File: src/rtl/maze_mover.sv
// Tile-maze player movement controller: runtime-loadable wall bitmap, move
// validation FSM with auto-repeat cooldown, registered pixel bounding box.
module maze_mover #(
    parameter int COLS        = 20,
    parameter int ROWS        = 16,
    parameter int TILE_W      = 32,
    parameter int TILE_H      = 30,
    parameter int START_COL   = 0,
    parameter int START_ROW   = 0,
    parameter int GOAL_COL    = 19,
    parameter int GOAL_ROW    = 15,
    parameter int HOLD_CYCLES = 4
) (
    input  logic                      clk,
    input  logic                      reset_n,
    input  logic                      left,
    input  logic                      up,
    input  logic                      down,
    input  logic                      right,
    input  logic                      map_we,
    input  logic [$clog2(ROWS)-1:0]   map_row,
    input  logic [COLS-1:0]           map_data,
    output logic [$clog2(COLS)-1:0]   col,
    output logic [$clog2(ROWS)-1:0]   row,
    output logic [9:0]                xFlr,
    output logic [9:0]                xCeil,
    output logic [9:0]                yFlr,
    output logic [9:0]                yCeil,
    output logic                      moved,
    output logic                      wallblks,
    output logic                      busy,
    output logic                      win
);

    localparam int CW = $clog2(COLS);
    localparam int RW = $clog2(ROWS);
    localparam int HW = (HOLD_CYCLES > 1) ? $clog2(HOLD_CYCLES) : 1;

    localparam logic [CW-1:0] START_C  = CW'(START_COL);
    localparam logic [RW-1:0] START_R  = RW'(START_ROW);
    localparam logic [CW-1:0] GOAL_C   = CW'(GOAL_COL);
    localparam logic [RW-1:0] GOAL_R   = RW'(GOAL_ROW);
    localparam logic [CW-1:0] LAST_C   = CW'(COLS - 1);
    localparam logic [RW-1:0] LAST_R   = RW'(ROWS - 1);
    localparam logic [HW-1:0] HOLD_LD  = (HOLD_CYCLES > 0) ? HW'(HOLD_CYCLES - 1) : '0;
    localparam logic          START_WIN = (START_COL == GOAL_COL) && (START_ROW == GOAL_ROW);

    localparam logic [9:0] START_XF = 10'(START_COL * TILE_W);
    localparam logic [9:0] START_XC = 10'((START_COL + 1) * TILE_W);
    localparam logic [9:0] START_YF = 10'(START_ROW * TILE_H);
    localparam logic [9:0] START_YC = 10'((START_ROW + 1) * TILE_H);

    if (COLS * TILE_W > 1023) begin : g_bad_width
        $error("maze_mover: COLS*TILE_W exceeds 10-bit pixel range");
    end
    if (ROWS * TILE_H > 1023) begin : g_bad_height
        $error("maze_mover: ROWS*TILE_H exceeds 10-bit pixel range");
    end

    typedef enum logic [1:0] {
        S_IDLE,
        S_LOOKUP,
        S_COMMIT,
        S_COOL
    } state_t;

    state_t         state_q;
    logic [CW-1:0]  col_q;
    logic [RW-1:0]  row_q;
    logic [CW-1:0]  tgt_col_q;
    logic [RW-1:0]  tgt_row_q;
    logic           oob_q;
    logic           wall_q;
    logic [HW-1:0]  cnt_q;
    logic [9:0]     xflr_q;
    logic [9:0]     xceil_q;
    logic [9:0]     yflr_q;
    logic [9:0]     yceil_q;
    logic           moved_q;
    logic           wallblks_q;
    logic           busy_q;
    logic           win_q;
    logic [COLS-1:0] map_q [ROWS];

    logic           req_valid;
    logic [CW-1:0]  tgt_col_d;
    logic [RW-1:0]  tgt_row_d;
    logic           oob_d;

    function automatic logic [9:0] col_px(input logic [CW-1:0] c);
        return 10'(int'(c) * TILE_W);
    endfunction

    function automatic logic [9:0] row_px(input logic [RW-1:0] r);
        return 10'(int'(r) * TILE_H);
    endfunction

    assign req_valid = $onehot({left, up, down, right});

    // Target tile and edge check; only meaningful when req_valid is set.
    always_comb begin
        tgt_col_d = col_q;
        tgt_row_d = row_q;
        oob_d     = 1'b0;
        if (left) begin
            if (col_q == '0) oob_d = 1'b1;
            else             tgt_col_d = col_q - 1'b1;
        end else if (right) begin
            if (col_q == LAST_C) oob_d = 1'b1;
            else                 tgt_col_d = col_q + 1'b1;
        end else if (up) begin
            if (row_q == '0) oob_d = 1'b1;
            else             tgt_row_d = row_q - 1'b1;
        end else if (down) begin
            if (row_q == LAST_R) oob_d = 1'b1;
            else                 tgt_row_d = row_q + 1'b1;
        end
    end

    always_ff @(posedge clk or negedge reset_n) begin
        if (!reset_n) begin
            state_q    <= S_IDLE;
            col_q      <= START_C;
            row_q      <= START_R;
            tgt_col_q  <= START_C;
            tgt_row_q  <= START_R;
            oob_q      <= 1'b0;
            wall_q     <= 1'b0;
            cnt_q      <= '0;
            xflr_q     <= START_XF;
            xceil_q    <= START_XC;
            yflr_q     <= START_YF;
            yceil_q    <= START_YC;
            moved_q    <= 1'b0;
            wallblks_q <= 1'b0;
            busy_q     <= 1'b0;
            win_q      <= START_WIN;
        end else begin
            moved_q    <= 1'b0;
            wallblks_q <= 1'b0;
            case (state_q)
                S_IDLE: begin
                    if (req_valid && !win_q) begin
                        tgt_col_q <= tgt_col_d;
                        tgt_row_q <= tgt_row_d;
                        oob_q     <= oob_d;
                        busy_q    <= 1'b1;
                        state_q   <= S_LOOKUP;
                    end
                end
                S_LOOKUP: begin
                    // Out-of-bounds targets may index past the map; skip the read.
                    if (!oob_q) wall_q <= map_q[tgt_row_q][tgt_col_q];
                    else        wall_q <= 1'b1;
                    state_q <= S_COMMIT;
                end
                S_COMMIT: begin
                    if (oob_q || wall_q) begin
                        wallblks_q <= 1'b1;
                    end else begin
                        col_q    <= tgt_col_q;
                        row_q    <= tgt_row_q;
                        xflr_q   <= col_px(tgt_col_q);
                        xceil_q  <= 10'(col_px(tgt_col_q) + 10'(TILE_W));
                        yflr_q   <= row_px(tgt_row_q);
                        yceil_q  <= 10'(row_px(tgt_row_q) + 10'(TILE_H));
                        moved_q  <= 1'b1;
                        if (tgt_col_q == GOAL_C && tgt_row_q == GOAL_R) win_q <= 1'b1;
                    end
                    if (HOLD_CYCLES > 0) begin
                        cnt_q   <= HOLD_LD;
                        state_q <= S_COOL;
                    end else begin
                        busy_q  <= 1'b0;
                        state_q <= S_IDLE;
                    end
                end
                S_COOL: begin
                    if (cnt_q == '0) begin
                        busy_q  <= 1'b0;
                        state_q <= S_IDLE;
                    end else begin
                        cnt_q <= cnt_q - 1'b1;
                    end
                end
                default: begin
                    busy_q  <= 1'b0;
                    state_q <= S_IDLE;
                end
            endcase
        end
    end

    // Row writes land at the edge; a same-edge LOOKUP read sees the old row.
    always_ff @(posedge clk or negedge reset_n) begin
        if (!reset_n) begin
            for (int unsigned r = 0; r < ROWS; r++) map_q[r] <= '0;
        end else if (map_we && (int'(map_row) < ROWS)) begin
            map_q[map_row] <= map_data;
        end
    end

    assign col      = col_q;
    assign row      = row_q;
    assign xFlr     = xflr_q;
    assign xCeil    = xceil_q;
    assign yFlr     = yflr_q;
    assign yCeil    = yceil_q;
    assign moved    = moved_q;
    assign wallblks = wallblks_q;
    assign busy     = busy_q;
    assign win      = win_q;

endmodule

File: config.mk
export PLATFORM = sky130hd
export DESIGN_NAME = maze_mover
export DESIGN_NICKNAME = d
export VERILOG_FILES = /design/src/rtl/maze_mover.sv
export SDC_FILE = /design/constraint.sdc
export NUM_CORES = 1
export LEC_CHECK = 0
export ABC_AREA = 1
export CAP_MARGIN = 40
export CORE_ASPECT_RATIO = 1.25
export CORE_UTILIZATION = 60
export CTS_BUF_LIST = sky130_fd_sc_hd__clkbuf_4 sky130_fd_sc_hd__clkbuf_8 sky130_fd_sc_hd__clkbuf_16
export CTS_CLUSTER_SIZE = 16
export DETAILED_ROUTE_END_ITERATION = 12
export PLACE_DENSITY_LB_ADDON = 0.1
export SLEW_MARGIN = 20
export SYNTH_ARGS = -nofsm -noshare
export SYNTH_HDL_FRONTEND = slang
export SYNTH_SLANG_ARGS = --single-unit
File: constraint.sdc
create_clock -name clk -period 6.8 [get_ports clk]
set_input_delay 0.68 -clock clk [delete_from_list [all_inputs] [get_ports clk]]
set_output_delay 0.68 -clock clk [all_outputs]
set_load 0.005 [all_outputs]
Yosys cells after proc, flatten, opt, wreduce, memory -nomap -nowiden
Index checks and enable logic that the tools add are counted.

Multiply operators: 1. Muxes and demuxes: 39. Magnitude comparators: 4. Bitwise operators: 3. Equal/unequal tests: 11. Add/sub/neg operators: 10. Reduce and logical (&&, ||, !) cells: 17.

Operators by type and width (number): bitwise mux 320 bit (1); binary-select mux 20 bit (select 4 bit) (1); demux 20 bit (select 4 bit) (1); 2-to-1 mux 20 bit (3); 2-to-1 mux 4 bit (6); 2-to-1 mux 5 bit (4); 2-to-1 mux 1 bit (16); adder 10 x 6 -> 10 bit (second input constant) (1); adder 9 x 5 -> 10 bit (second input constant) (1); == test 5 bit (second input constant) (2); >= comparator 5 bit (second input constant) (2); inverter 4 -> 5 bit (2); == test 4 bit (second input constant) (2); multiplier 4 x 4 -> 8 bit (second input constant) (1); case mux 2 bit (4 select lines) (1); AND reduction 2 bit (4); < comparator 5 x 6 -> 1 bit (second input constant) (1); 2-to-1 mux 2 bit (3); != test 2 bit (second input constant) (3); AND reduction 3 bit (2); adder 5 x 1 -> 5 bit (second input constant) (1); binary-select mux 1 bit (select 5 bit) (1); logical NOT 5 bit (1); < comparator 5 x 1 -> 1 bit (second input constant) (1); 18 further kinds (24).

Input bits: 31. Register bits after elaboration: 377. Output and inout bits: 53.

Longest topological paths before layout
Gate-level depths: netlist of the first run.

Depth in word-level cells: 7. Depth in mapped cells: 17. Depth with buffers taken out: 14.

Worst setup path before layout of the first run
Ideal clock, no wire load.

Path type: register to register. From: reg tgt_row_q[1]. To: reg yceil_q[8], in the netlist yCeil[8]. Data required time: 6.717 ns. Path buffers: 3. Path slack: 3.747 ns. Cell stages (with the launch flop): 16. Arrival: 2.971 ns. Library setup time: 0.083 ns. Cells stage by stage: dfrtp_1 -> buf_4 -> inv_2 -> buf_4 -> buf_2 -> fa_1 -> inv_1 -> ha_1 -> ha_1 -> a21oi_1 -> o21ai_0 -> xor2_1 -> o21ai_0 -> o21ai_0 -> o21ai_0 -> o21ai_0.

Cells in the longest elaborated chain, start to end: 2.

RTL lines: start: declaration (line 71) `logic [RW-1:0] tgt_row_q;`; start signal: assignment (line 145) `tgt_row_q <= tgt_row_d;`; multiplier 4 x 4 -> 8 bit (line 95) `return 10'(int'(r) * TILE_H);`; adder 9 x 5 -> 10 bit (line 166) `yceil_q <= 10'(row_px(tgt_row_q) + 10'(TILE_H));`; end signal: assignment (line 166); end: declaration (line 78) `logic [9:0] yceil_q;`.

No other way between the ends. A chain may end at the register's enable or synchronous reset.

Worst setup path after layout of the first run
From: reg tgt_row_q[2]. To: reg yceil_q[8], in the netlist yCeil[8].

Same word-level chain as after synthesis.

==> metrics.yaml, run 1 <==
clock_network:
  cts.repair.resized: 0
  inserted_clock_buffers: 37
  cts.repair_timing.setup_buffer_count: 0
  tritoncts: "done"
  clock_sink_count: 369
  cts.hold.buffers_added: 0
  cts.clk_slew.worst_paths_ps: 60
  clock_latency_ps: 530
  clock_tree.root_cell: "clkbuf_16"
  cts.path.max_buffers: 3
  h-tree-depth: 2
floorplanning:
  initial_utilization_pct: 61.4
  die-height_um: 194
  floorplan.core_area_mm2: 0.0287
  fp.dieArea_mm2: 0.0300
  horiz_die_dim_um: 155
  io_pins: 84
  row_count: 69
worst_setup_path:
  highest_fanout_seen_on_the_critical_path: 46
  critPathKind: "flop to flop"
  worst-endpoint-required_ps: 7240
  rrSetupSlack_ps: 3080
  timing.critical_path.arrival_ps: 4150
  worstRegToRegCells: 16
  regToRegEndpoint: "yCeil[8]"
  critical_path.reg2reg.startpoint: "tgt_row_q[2]"
  start_kind: "flop"
  end_kind: "flop"
sta:
  post-route-period-util_pct: 54.7
  worstMarginPinSlew_ps: 993
  max_clock_freq_mhz: 269
  maxSlewHeadroom_pct: 33.8
  clock-skew-final_ps: 10.1
  postLayoutSetupSlackWorst_ps: 3080
  timing.final.setup_violations: 0
  drv_slew: 0
  fin_tns_setup_ps: 0
  holdWs_ps: 243
  setup_repair_after_global_routing_missed_its_margin: "false"
  finalCriticalPeriod_ps: 3720
  finalHoldViolations: 0
logic_synthesis:
  ys_seq_elements: 369
  postSynthAreaPerCell_um2: 8.03
  synth_cells: 2194
  ys_seq_area_share_pct: 52.5
  synth_cell_type_count: 36
  yosysWarnings: 0
  syn-cell-area_mm2: 0.0176
layout:
  area_growth_from_synthesis_to_layout_pct: 11.5
  multi_input_area_mm2: 0.00728
  nets: 2235
  fillCellCount: 2401
  post-route-util_pct: 68.5
  drive_above_1_share_pct: 5.23
  layout.area.seq_mm2: 0.00925
  antenna_cells: 0
placement:
  port_buffers: 70
  place_congestion: 0.874
  preCtsSetupSlack_ps: 3120
  hpwl_um: 26900
route:
  drt_first_pass_iters: 6
  overall_via_count_from_detail_route: 15000
  via_per_inst: 5.81
  routed_wl_um: 47000
  drt.antenna.violating_nets: 0
  route.detailed.wl_per_inst_um: 18.2
  detailedRoute.firstIterationViolations: 1514
  route.detailed.drc: 0
global_routing:
  grt_start_max_net_pins: 130
  globalRouteTotalUtil_pct: 32.4
  grt_pass1_wl_um: 76000
  grt.overflow.total: 0
  grt_antenna_before_repair: 0
  first_global_vias: 14300
job:
  timing.max_cap.violations: 0
power:
  power_per_unit_of_standard_cell_area_mw_per_mm2: 390
  max-vdd-ir-drop_v: 0.000239
  cell_leakage_power_nw: 9.41
hold_path:
  timing.hold.worst.class: "input pin to async pin"
run_status:
  status: "finished clean"
==> power by group <==
group | total, mW | switching (mW) | internal [mW]
sequential | 3.07 | 0.352 | 2.71
combinational | 2.55 | 1.59 | 0.961
clock | 2.04 | 0.838 | 1.20
total | 7.66 | 2.78 | 4.88
==> state kept, by name (all words and copies together), names as in the netlist, 2 cells and up <==
signal	flops
cnt_q	2
map_q	320
row	4
state_q	2
tgt_col_q	5
tgt_row_q	4
xCeil	5
xFlr	5
yCeil	9
yFlr	7
==> cell type report <==
type,instances,area share (%)
inverters,85,1.64
clock inverters,9,0.529
flip-flops and latches,369,47.1
multi-input cells,1574,37.1
repair buffers,105,5.57
clock buffers,55,5.62
well taps,390,2.48
==> placed cells by master (no fill, tap or decap), drive strengths merged <==
| cell type | Yosys | layout |
|---|---|---|
| a22oi | 1 | 1 |
| clkinv | 1 | 5 |
| dfstp | 5 | 5 |
| and3 | 1 | 1 |
| o311ai | 1 | 1 |
| clkdlybuf4s50 | 0 | 69 |
| o21bai | 1 | 1 |
| o221ai | 1 | 1 |
| dfrtp | 364 | 364 |
| a21oi | 23 | 23 |
| nor3b | 1 | 1 |
| inv | 84 | 85 |
| xnor2 | 4 | 4 |
| conb | 1 | 13 |
| nor2 | 57 | 57 |
| nand4 | 1 | 1 |
| xor2 | 13 | 13 |
| a32oi | 1 | 1 |
| bufinv | 0 | 2 |
| o31ai | 5 | 5 |
| clkbuf | 112 | 55 |
| o22ai | 3 | 3 |
| o2111ai | 1 | 1 |
| nor3 | 2 | 2 |
| a31oi | 2 | 2 |
| nor4 | 1 | 1 |
| o21ai | 391 | 391 |
| o211ai | 9 | 9 |
| nand2 | 754 | 754 |
| buf | 66 | 36 |
| fa | 6 | 6 |
| nand3 | 256 | 256 |
| clkinvlp | 0 | 2 |
| ha | 26 | 26 |
==> worst max-delay path, stage by stage (launching register included) <==
cell     delay, ps
dfrtp_2        340
buf_4          530
inv_2           50
buf_4          350
fa_1           580
inv_1           40
ha_1           290
ha_1           350
a21oi_1        200
nand2_1         70
nand2_1         70
nand2_1         60
nor2_1         170
inv_1           80
o21ai_0        150
o21ai_0        100
o21ai_0        180
==> through the flow <==
stage	power [mW]	instance area, um2	std cells
2_1_floorplan	4.79	17700	2206
3_3_place_gp	5.53	18300	2516
3_5_place_dp	5.63	18400	2523
4_1_cts	7.68	19600	2587
5_1_grt	8.17	19600	2587
6_report	7.66	19600	2587
==> worst max path at each step <==
stage                      start  endpoint  slack, ps  cells after the start
finish              tgt_row_q[2]  yCeil[8]       3080                     16
global route        tgt_row_q[2]  yCeil[8]       2850                     14
CTS                 tgt_row_q[2]  yCeil[8]       3090                     14
detailed placement  tgt_row_q[2]  yCeil[8]       3120                     16
global placement    tgt_row_q[1]  yCeil[8]       3140                     13
floorplan           tgt_row_q[1]  yCeil[8]       3750                     15
==> cell usage after synthesis <==
cell         n  area share (%)
o21bai_1     1           0.043
a21oi_1     23            0.65
buf_6        3            0.19
and3_1       1           0.036
buf_2       28            0.80
o31ai_1      5            0.21
buf_1        7            0.15
clkbuf_1   112             2.4
o21ai_0    385              11
a22oi_1      1           0.043
nor2_1      57             1.2
o221ai_1     1           0.050
o21ai_1      6            0.17
nor3_1       2           0.057
xor2_1      13            0.65
dfrtp_1    364              52
nand3_1    256             7.3
ha_1        26             1.8
fa_1         6            0.68
nor3b_1      1           0.043
dfstp_2      5            0.75
a32oi_1      1           0.050
conb_1       1           0.021
nor4_1       1           0.036
inv_2        3           0.064
o311ai_0     1           0.050
buf_4       28             1.2
o22ai_1      3            0.11
clkinv_1     1           0.021
nand2_1    754              16
inv_1       81             1.7
nand4_1      1           0.036
a31oi_1      2           0.071
o211ai_1     9            0.38
xnor2_1      4            0.20
o2111ai_1    1           0.050
==> routing by layer <==
metal	wire length [um]	track usage (%)	up-vias
met1	19500	43.7	7228
met3	3460	4.26	108
met2	22300	53.2	601
met4	1820	13.1	0
li1	-	-	7081
met5	0	0	-
==> logic make-up (layout without fill, tap and decap cells) <==
kind of cell               after synthesis  after routing  synth area share, %
AOI/OAI and AO/OA                      439            439                 12.8
xor gates and xnor gates                17             17                0.846
buffers and inverters                  263            254                 6.53
and+or+nand+nor                       1073           1073                 24.8
adders and majority gates               32             32                 2.53
DFF                                    369            369                 52.5
other                                    1             13               0.0213
Note: power is estimated with default switching activity, not from simulation.
==> run 2, diff against run 1 <==
- CORE_UTILIZATION: 60 -> 55
- clock period: 6.8 -> 3.24 ns (I/O delays scaled with it)
==> metrics.yaml, run 2 (synthesized netlist as in run 1, its figures left out) <==
global_routing:
  grt.overflow.total: 0
  grt_start_max_net_pins: 164
  first_global_vias: 14400
  grt_antenna_before_repair: 0
  grt_pass1_wl_um: 77800
  globalRouteTotalUtil_pct: 30.3
placement:
  preCtsSetupSlack_ps: 68.6
  place_congestion: 0.875
  dpl.cell_count: 2547
  hpwl_um: 26700
  dpl-instance-area_mm2: 0.0185
  port_buffers: 70
clock_network:
  cts.path.max_buffers: 3
  cts.repair_timing.setup_buffer_count: 0
  clock_latency_ps: 540
  inserted_clock_buffers: 38
  clock_sink_count: 369
  clock_tree.root_cell: "clkbuf_16"
  tritoncts: "done"
  cts.clk_slew.worst_paths_ps: 60
  h-tree-depth: 2
worst_setup_path:
  regToRegEndpoint: "yCeil[8]"
  critical_path.reg2reg.startpoint: "tgt_row_q[2]"
  end_kind: "flop"
  start_kind: "flop"
  highest_fanout_seen_on_the_critical_path: 3
  worst-endpoint-required_ps: 3710
  worstRegToRegCells: 12
  rrSetupSlack_ps: 220
  critPathKind: "flop to flop"
  timing.critical_path.arrival_ps: 3490
route:
  route.detailed.drc: 0
  via_per_inst: 5.72
  detailedRoute.firstIterationViolations: 1469
  route.detailed.wl_per_inst_um: 18.1
  drt.antenna.violating_nets: 0
  routed_wl_um: 47300
  drt_first_pass_iters: 6
  overall_via_count_from_detail_route: 15000
power:
  p_int_mw: 10.8
  power_mw: 16.8
  seq_power_share_pct: 37.9
  power_per_unit_of_standard_cell_area_mw_per_mm2: 846
  p_comb_share_pct: 33.5
  cell_leakage_power_nw: 9.50
  net-switching-power_mw: 5.99
  clock_power_share_pct: 28.6
  max-vdd-ir-drop_v: 0.00101
  power.switching_fraction_pct: 35.6
layout:
  layout_commonest_cell: "nand2_1"
  drive_above_1_share_pct: 5.71
  final_area_mm2: 0.0199
  layoutNonFillerInstCount: 2614
  antenna_cells: 0
  mostFrequentLayoutCells: "754 x nand2_1, 383 x o21ai_0, 361 x dfrtp_1"
  largest_register_ff_count: 320
  regMostFlops: "map_q"
  nets: 2244
  area_growth_from_synthesis_to_layout_pct: 12.9
run_status:
  status: "finished clean"
sta:
  finalHoldViolations: 0
  postLayoutSetupSlackWorst_ps: 220
  timing.final.setup_violations: 0
  fin_tns_setup_ps: 0
  clock-skew-final_ps: 12.9
  finalCriticalPeriod_ps: 3020
  post-route-period-util_pct: 93.2
  worstMarginPinSlew_ps: 916
  max_clock_freq_mhz: 331
  maxSlewHeadroom_pct: 39.0
  setup_repair_after_global_routing_missed_its_margin: "false"
  drv_slew: 0
floorplanning:
  row_count: 72
  io_pins: 84
  die-height_um: 202
  initial_utilization_pct: 56.3
  fp.dieArea_mm2: 0.0327
  horiz_die_dim_um: 162
  floorplan.core_area_mm2: 0.0313
hold_path:
  timing.hold.worst.class: "input pin to async pin"
job:
  timing.max_cap.violations: 0
run 2: changes by cell type in the layout (fill, tap and decap cells not counted), moves of 2 or more:
cell	previous run	this run
bufinv_16	2	6
buf_12	2	7
clkbuf_16	37	41
clkbuf_4	11	6
buf_4	28	35
o21ai_1	6	8
o21ai_0	385	383
buf_16	5	0
run 2: power by group through the flow:
stage / clock network (mW) / logic, mW / registers, mW
2_1_floorplan: 0 / 3.76 / 6.28
3_3_place_gp: 0 / 5.41 / 6.40
3_5_place_dp: 0 / 5.53 / 6.43
4_1_cts: 4.87 / 5.61 / 6.36
5_1_grt: 5.05 / 6.40 / 6.50
6_report: 4.80 / 5.64 / 6.37
run 2: how the worst max path moves through the flow:
stage                      start  endpoint  slack (ps)  cells past startpoint
CTS                 tgt_row_q[0]  yCeil[8]           9                     12
floorplan           tgt_row_q[1]  yCeil[8]         190                     15
global route        tgt_row_q[2]  yCeil[8]           9                     12
global placement    tgt_row_q[0]  yCeil[8]         110                     12
finish              tgt_row_q[2]  yCeil[8]         220                     12
detailed placement  tgt_row_q[0]  yCeil[8]          70                     12
run 2: final cells by class:
cell class | count | area, um2
Clock buffer | 54 | 1170
Clock inverter | 12 | 219
Fill cell | 2735 | 11400
Inverter | 85 | 322
Multi-Input combinational cell | 1574 | 7290
Sequential cell | 369 | 9250
Tap cell | 407 | 509
Timing Repair Buffer | 113 | 1120
run 2: timing repair:
action / in CTS / in global routing
gates resized for setup: 0 / 5
hold endpoints to repair: 59 / 0
setup endpoints to repair: 0 / 3
hold buffers: 1 / 0
run 2: metal layers:
metal	GRT usage (%)	wire length, um
met4	11.1	1550
met3	3.96	2940
met5	0	0
met1	41.9	20400
met2	48.9	22400
run 2: metrics by stage:
step                utilization (%)  hold slack, ps
finish                         63.6             353
global placement               59.1             335
floorplan                         -            28.4
global route                   63.6             395
CTS                            63.5             368
detailed placement             59.1             337
run 2: worst max-delay path: stages, from the launching register on:
cell and delay, ps:
dfrtp_2 430, fa_1 580, inv_1 70, fa_1 500, inv_1 60, fa_2 380
a21oi_2 130, o21ai_0 110, xor2_1 220, o21ai_1 120, o21ai_0 140, o21ai_0 100
o21ai_1 110
==> run 3, diff against run 2 <==
- SKIP_CTS_REPAIR_TIMING: not set -> 1
==> results of run 3 <==
The final DEF is identical to that of run 2; final timing and power are the same.
